File: config.mk
export PLATFORM = sky130hd
export DESIGN_NAME = rv32_inst_encoder
export DESIGN_NICKNAME = d
export VERILOG_FILES = /design/src/rtl/rv32_inst_encoder.sv
export SDC_FILE = /design/constraint.sdc
export NUM_CORES = 1
export LEC_CHECK = 0
export ABC_AREA = 0
export ABC_CLOCK_PERIOD_IN_PS = 1900
export CAP_MARGIN = 10
export CORE_AREA = 3 3 116 118
export CTS_CLUSTER_SIZE = 14
export DETAILED_ROUTE_END_ITERATION = 12
export DIE_AREA = 0 0 119 121
export GPL_TIMING_DRIVEN = 0
export PLACE_DENSITY_LB_ADDON = 0.2
export SLEW_MARGIN = 40
export SYNTH_ARGS = -nofsm -noshare
export SYNTH_HDL_FRONTEND = slang
export SYNTH_SLANG_ARGS = --single-unit
File: constraint.sdc
create_clock -name clk -period 1.9 [get_ports clk]
set_clock_uncertainty 0.1 [all_clocks]
set_input_delay 0.285 -clock clk [delete_from_list [all_inputs] [get_ports clk]]
set_output_delay 0.285 -clock clk [all_outputs]
set_load 0.03 [all_outputs]
File: src/rtl/rv32_inst_encoder.sv
// RV32I field-to-word encoder: two-stage valid/ready pipeline (classify, then pack).
// Optional immediate range checking is enabled by defining RV32_ENCODER_IMM_CHECK_EN.
module rv32_inst_encoder #(
  parameter int unsigned CNT_W        = 16,
  parameter logic [31:0] ILLEGAL_INST = 32'h0000_0000
) (
  input  logic             clk,
  input  logic             rst_n,
  input  logic             in_valid,
  output logic             in_ready,
  input  logic [6:0]       in_opcode,
  input  logic [4:0]       in_rd,
  input  logic [4:0]       in_rs1,
  input  logic [4:0]       in_rs2,
  input  logic [2:0]       in_funct3,
  input  logic [6:0]       in_funct7,
  input  logic [31:0]      in_imm,
  output logic             out_valid,
  input  logic             out_ready,
  output logic [31:0]      out_inst,
  output logic             out_error,
  output logic [CNT_W-1:0] inst_count,
  output logic [CNT_W-1:0] error_count
);

  localparam logic [6:0] OpLoad   = 7'b0000011;
  localparam logic [6:0] OpMisc   = 7'b0001111;
  localparam logic [6:0] OpImm    = 7'b0010011;
  localparam logic [6:0] OpAuipc  = 7'b0010111;
  localparam logic [6:0] OpStore  = 7'b0100011;
  localparam logic [6:0] OpReg    = 7'b0110011;
  localparam logic [6:0] OpLui    = 7'b0110111;
  localparam logic [6:0] OpBranch = 7'b1100011;
  localparam logic [6:0] OpJalr   = 7'b1100111;
  localparam logic [6:0] OpJal    = 7'b1101111;
  localparam logic [6:0] OpSystem = 7'b1110011;

  typedef enum logic [2:0] {FmtR, FmtI, FmtSh, FmtS, FmtB, FmtU, FmtJ} fmt_e;

  fmt_e        cls_fmt;
  logic        cls_err;
  logic        s2_can_take;
  logic [31:0] pack;

  logic        s1_valid;
  fmt_e        s1_fmt;
  logic        s1_err;
  logic [6:0]  s1_op;
  logic [4:0]  s1_rd;
  logic [4:0]  s1_rs1;
  logic [4:0]  s1_rs2;
  logic [2:0]  s1_f3;
  logic [6:0]  s1_f7;
  logic [31:0] s1_imm;

  assign s2_can_take = !out_valid || out_ready;
  assign in_ready    = !s1_valid || s2_can_take;

  always_comb begin
    cls_fmt = FmtR;
    cls_err = 1'b0;
    case (in_opcode)
      OpReg:                              cls_fmt = FmtR;
      OpImm:                              cls_fmt = (in_funct3[1:0] == 2'b01) ? FmtSh : FmtI;
      OpLoad, OpJalr, OpMisc, OpSystem:   cls_fmt = FmtI;
      OpStore:                            cls_fmt = FmtS;
      OpBranch:                           cls_fmt = FmtB;
      OpLui, OpAuipc:                     cls_fmt = FmtU;
      OpJal:                              cls_fmt = FmtJ;
      default:                            cls_err = 1'b1;
    endcase
`ifdef RV32_ENCODER_IMM_CHECK_EN
    // Upper bits must be a pure sign extension of the field's top bit.
    if (!cls_err) begin
      case (cls_fmt)
        FmtI, FmtS: cls_err = !(&in_imm[31:11] || ~|in_imm[31:11]);
        FmtB:       cls_err = !(&in_imm[31:12] || ~|in_imm[31:12]) || in_imm[0];
        FmtJ:       cls_err = !(&in_imm[31:20] || ~|in_imm[31:20]) || in_imm[0];
        FmtU:       cls_err = |in_imm[11:0];
        FmtSh:      cls_err = |in_imm[31:5];
        default:    cls_err = 1'b0;
      endcase
    end
`endif
  end

  always_ff @(posedge clk or negedge rst_n) begin
    if (!rst_n) begin
      s1_valid <= 1'b0;
      s1_fmt   <= FmtR;
      s1_err   <= 1'b0;
      s1_op    <= '0;
      s1_rd    <= '0;
      s1_rs1   <= '0;
      s1_rs2   <= '0;
      s1_f3    <= '0;
      s1_f7    <= '0;
      s1_imm   <= '0;
    end else if (in_ready) begin
      s1_valid <= in_valid;
      if (in_valid) begin
        s1_fmt <= cls_fmt;
        s1_err <= cls_err;
        s1_op  <= in_opcode;
        s1_rd  <= in_rd;
        s1_rs1 <= in_rs1;
        s1_rs2 <= in_rs2;
        s1_f3  <= in_funct3;
        s1_f7  <= in_funct7;
        s1_imm <= in_imm;
      end
    end
  end

  always_comb begin
    pack = ILLEGAL_INST;
    if (!s1_err) begin
      case (s1_fmt)
        FmtR:  pack = {s1_f7, s1_rs2, s1_rs1, s1_f3, s1_rd, s1_op};
        FmtI:  pack = {s1_imm[11:0], s1_rs1, s1_f3, s1_rd, s1_op};
        FmtSh: pack = {s1_f7, s1_imm[4:0], s1_rs1, s1_f3, s1_rd, s1_op};
        FmtS:  pack = {s1_imm[11:5], s1_rs2, s1_rs1, s1_f3, s1_imm[4:0], s1_op};
        FmtB:  pack = {s1_imm[12], s1_imm[10:5], s1_rs2, s1_rs1, s1_f3, s1_imm[4:1],
                       s1_imm[11], s1_op};
        FmtU:  pack = {s1_imm[31:12], s1_rd, s1_op};
        FmtJ:  pack = {s1_imm[20], s1_imm[10:1], s1_imm[11], s1_imm[19:12], s1_rd, s1_op};
        default: pack = ILLEGAL_INST;
      endcase
    end
  end

  always_ff @(posedge clk or negedge rst_n) begin
    if (!rst_n) begin
      out_valid <= 1'b0;
      out_inst  <= '0;
      out_error <= 1'b0;
    end else if (s2_can_take) begin
      out_valid <= s1_valid;
      if (s1_valid) begin
        out_inst  <= pack;
        out_error <= s1_err;
      end
    end
  end

  always_ff @(posedge clk or negedge rst_n) begin
    if (!rst_n) begin
      inst_count  <= '0;
      error_count <= '0;
    end else if (out_valid && out_ready) begin
      if (!(&inst_count)) inst_count <= inst_count + CNT_W'(1);
      if (out_error && !(&error_count)) error_count <= error_count + CNT_W'(1);
    end
  end

endmodule

* Word-level counts from Yosys, hierarchy flattened *
Cells that the tools add are included.

cells by class
  add/subtract/negate cells = 2
  eq/ne operators = 18
  muxes and demuxes = 5
  bitwise gates (word level) = 1
  reductions and logical operators = 17

operators by type and width
  operator                                              count
  one-hot mux 32 bit (7 select lines)                   1
  adder 16 x 1 -> 16 bit (second input constant)        2
  two-way mux 32 bit                                    1
  AND reduction 16 bit                                  2
  equality test 7 bit (second input constant)           4
  equality test 7 x 6 -> 1 bit (second input constant)  3
  one-hot mux 3 bit (6 select lines)                    1
  equality test 7 x 5 -> 1 bit (second input constant)  2
  OR reduction 11 bit                                   1
  equality test 3 bit (second input constant)           3
  AND reduction 2 bit                                   4
  equality test 7 x 2 -> 1 bit (second input constant)  1
  equality test 7 x 4 -> 1 bit (second input constant)  1
  equality test 3 x 2 -> 1 bit (second input constant)  2
  OR reduction 4 bit                                    1
  equality test 3 x 1 -> 1 bit (second input constant)  1
  logical NOT 1 bit                                     3
  logical NOT 3 bit                                     1
  equality test 2 x 1 -> 1 bit (second input constant)  1
  logical AND 1 bit                                     2
  logical OR 1 bit                                      2
  two-way mux 2 bit                                     1
  OR reduction 2 bit                                    1
  two-way mux 1 bit                                     1
  inverter 1 bit                                        1

storage, ports and cells
  bits in registers = 135
  input bits = 68
  output and inout port bits = 67
  logic and storage cells = 58

* Longest topological paths before layout *
  word-level depth = 4
  mapped depth = 7
  depth with buffers taken out = 5

* Worst setup path before layout *
OpenSTA, ideal clock, no wires.

  path type = reg2reg
  start point = register out_valid
  end point = register s1_f7[3]
  library setup time = 116 ps
  data arrival time = 1,822 ps
  data required time = 1,684 ps
  slack = -138 ps
  cell stages (with the launch flop) = 8
  buffers on the path = 3
  period minus slack after synthesis = 2,038 ps
  cell sequence = dfrtp_1 > nand3b_1 > and2_1 > buf_2 > buf_2 > buf_6 > nand2_1 > nand2_1

between the ends
  word-level cells in the longest chain between the ends = 4

ends and longest elaborated chain
  item                                  line  source
  start, declared                       18    output logic out_valid,
  start signal, assigned                138   out_valid <= s1_valid;
  logical NOT 1 bit                     56    assign s2_can_take = !out_valid || out_ready;
  logical OR 1 bit                      56
  logical OR 1 bit                      57    assign in_ready = !s1_valid || s2_can_take;
  via in_ready                          10    output logic in_ready,
  AND reduction 2 bit (no source line)  -
  end signal, assigned                  109   s1_f7 <= in_funct7;
  end, declared                         53    logic [6:0] s1_f7;

The timed path passes the listed nets, and every way through them passes these cells.
A chain may end at the register's enable or synchronous reset.

* Worst setup path after layout *
  start point = register out_inst[8]
  end point = output out_inst[8]

RTL lines
  item                    line  source
  start, declared         20    output logic [31:0] out_inst,
  start signal, assigned  140   out_inst <= pack;

No word-level cell between the ends.

==> metrics.yaml <==
outcome:
  outcome: "finished clean"
setup_path:
  worst-endpoint-arrival_ps: 1460
  cp_top_family: "buffers and inverters"
  critical_path_class: "flop to primary output"
  required_ps: 1510
  rr_worst_depth: 5
  critPathSlowestCell: "clkdlybuf4s50_1"
  r2r-end: "out_inst[31]"
  regToRegSetupSlack_ps: 80
  path_buf_inv: 1
  max_stage_delay_ps: 700
  startpoint_type: "flop"
  path_cells: "clkdlybuf4s50_1"
  crit_path_end_kind: "primary output"
  crit_path_max_fanout: 2
  crit_cells: 1
  worstReg2RegStart: "s1_fmt[1]"
route:
  drt_iter0_drc: 541
  avgRoutedWirePerCell_um: 16.8
  via_per_inst: 5.56
  ant_nets: 0
  routed_wl_um: 16600
  dr.pass1.iters: 6
  num_vias: 5490
  route.detailed.drc: 0
cells_and_area:
  syn2layout_area_growth_pct: 35.7
  finalNetCount: 872
  fin_util_pct: 67.9
  regArea_sq_um: 3380
  nFillCells: 991
  multi_input_area_sq_um: 2730
  design_area_sq_um: 8530
  drive_above_1_share_pct: 10.6
  antennaDiodeCount: 0
  layout.cells.non_filler: 987
power:
  seqPwrFrac_pct: 39.0
  p_int_w: 0.00665
  p_sw_share_pct: 30.7
  power_density_nw_per_um2: 1130
  p_leak_nw: 4.09
  vdd_drop_max_uv: 554
  p_clk_share_pct: 37.5
  p_comb_share_pct: 23.5
  power_switching_w: 0.00295
clock_network:
  cts.sinks: 135
  post_cts.repair.setup_buffers: 0
  ctsHtreeMaxLevel: 4
  worstSkewPairLatency_ps: 410
  tritoncts: "built"
  cts.clk_slew.worst_paths_ps: 60
  numCtsBuffers: 17
  cts_buffer_depth: 2
  cts-root-buf: "clkbuf_16"
global_route:
  grt_antenna_before_repair: 0
  grt_pass1_vias: 5574
  grtUsageTotal_pct: 23.6
  grt_pass1_wl_um: 27100
  grt_max_degree: 79
  overflow: 0
logic_synthesis:
  yosysTopAreaCellShare_pct: 53.7
  synth_edf_count: 0
  synthArstFlopShare_pct: 100
  synth-compound-area-share_pct: 13.8
  synth_top_family_by_area: "simple AND/OR/NAND/NOR gates"
  synth_cells: 650
  syn_area_sq_um: 6290
  synthSimpleGateAreaFrac_pct: 22.4
  yosysUniqueCellTypes: 57
  yosys.area_share.adder_pct: 0.398
  syn-mean-instance-area_sq_um: 9.67
  post_synth_xor_area_fraction_pct: 3.20
  muxShareOfSynthArea_pct: 3.46
  synth_ff_type: "dfrtp_1"
  synth.largest_area_cell: "dfrtp_1"
  synthTopCellsByArea: "dfrtp_1 (54%), nand2_1 (12%), a22o_1 (3.1%)"
  synth_nets: 720
  ys_ff_latch: 135
  yosysSeqAreaShare_pct: 53.7
  ys_warn_count: 0
timing:
  hold_violations: 0
  slew_headroom_pct: 67.2
  fin_crit_sh_pct: 97.0
  clock.fmax_mhz: 542
  worstMarginPinSlew_ps: 492
  maxSlewViolCount: 0
  setup_viol: 0
  rsz0062_at_grt: "no"
  period_needed_ps: 1840
  tns_ps: 0
  fin_ws_ps: 56.5
placed_design:
  post-place-ws_ps: -435
  place_area_sq_um: 7850
  dp.cells: 954
  port_buffers: 131
  gp_congestion: 0.918
  post-dp-hpwl_um: 12000
floorplanning:
  fp.dieArea_sq_um: 14400
  fp.dieH_um: 121
  die_w_um: 119
  io_pins: 135
  initial_core_util_pct: 50.0
  core_area_sq_um: 12600
  rows: 41
job:
  drv_cap: 0
min_path:
  whs_endpoint: "s1_op[3]"
  hold_path_startpoint: "in_opcode[3]"
  min_delay_path_depth: 2
  hold_path_class: "input pin to flop"
## layout by cell type, fill, tap and decap left out, types with 16 or more instances in the layout
cell type,synthesis,final
dlygate4sd2_1,0,28
nand2_1,199,199
buf_2,18,16
nor2b_1,25,24
nand4_1,16,16
a22o_1,22,22
dfrtp_1,135,134
a21oi_1,26,25
clkdlybuf4s50_1,0,90
clkbuf_16,0,17
## state kept, by name, summed over array words and instances, names as in the netlist
name and count:
error_count 16, s1_f3 3, s1_fmt 3, s1_valid 1
s1_err 1, s1_rs2 5, s1_rd 5, out_valid 1
out_inst 32, s1_rs1 5, out_error 1, inst_count 16
s1_f7 7, s1_imm 32, s1_op 7
## power groups by stage
stage / Sequential, W / Combinational, W / Clock (W)
5_1_grt: 0.00381 / 0.00244 / 0.00380
3_5_place_dp: 0.00378 / 0.00232 / 0
6_report: 0.00374 / 0.00226 / 0.00360
3_3_place_gp: 0.00375 / 0.00225 / 0
2_1_floorplan: 0.00416 / 0.000874 / 0
4_1_cts: 0.00374 / 0.00226 / 0.00365
## cells by family (layout without fill, tap and decap cells)
group                      Yosys count  after routing
adders and majority gates            2              2
AOI/OAI and AO/OA                  122            122
DFF                                135            135
xor gates and xnor gates            23             23
and+or+nand+nor                    307            307
muxes                               20             20
buffers and inverters               41            206
## area by class of cell
| class | count | share of cell area [%] |
|---|---|---|
| clock buffer | 19 | 5.31 |
| multi-input combinational | 474 | 32.0 |
| clock inverter | 13 | 2.36 |
| buffer | 38 | 2.24 |
| timing repair buffer | 133 | 15.8 |
| inverter | 3 | 0.132 |
| tap | 172 | 2.52 |
| sequential | 135 | 39.6 |
## how the worst max path moves through the flow
stage                  start            end
2_1_floorplan      out_valid       s1_f7[3]
3_3_place_gp           rst_n      out_valid
3_5_place_dp       out_ready     s1_imm[25]
4_1_cts        inst_count[2]  inst_count[2]
5_1_grt          out_inst[8]    out_inst[8]
6_report         out_inst[8]    out_inst[8]
## synthesized netlist by cell type, drive strengths merged (3+ instances only)
master,instances
a2bb2oi,4
nand3,14
buf,22
clkbuf,16
a22oi,13
nor2,14
a211oi,10
nand2,200
nand2b,3
o21ai,12
xor2,9
a21oi,26
nor3,5
nor4,4
and3,7
nand4b,3
a22o,22
inv,3
o221ai,5
nor2b,25
dfrtp,135
xnor2,14
nand4,16
and2,3
a31oi,11
mux2,14
or2,4
mux2i,6
## routing by layer
| metal | share of wire (%) | track usage, % | vias up | wire length [um] |
|---|---|---|---|---|
| li1 | - | - | 2577 | - |
| met1 | 42 | 29.8 | 2667 | 7030 |
| met2 | 50 | 39.5 | 218 | 8230 |
| met3 | 5.9 | 4.90 | 28 | 982 |
| met4 | 2.2 | 10.1 | 0 | 361 |
| met5 | 0 | 0 | - | 0 |
## what timing repair did
action                                  4_1_cts  5_1_grt
gates resized for setup                      33       23
endpoints found under the hold margin        57        0
endpoints found under the setup margin       38       57
hold buffers                                  1        0
pin swaps                                     0        1
## stage by stage
step                hold slack, ps  total power, W
detailed placement             144         0.00610
floorplan                     -111         0.00504
CTS                            130         0.00965
global placement               359         0.00600
global route                   167          0.0100
finish                         152         0.00960
Note: power is estimated with default switching activity, not from simulation.
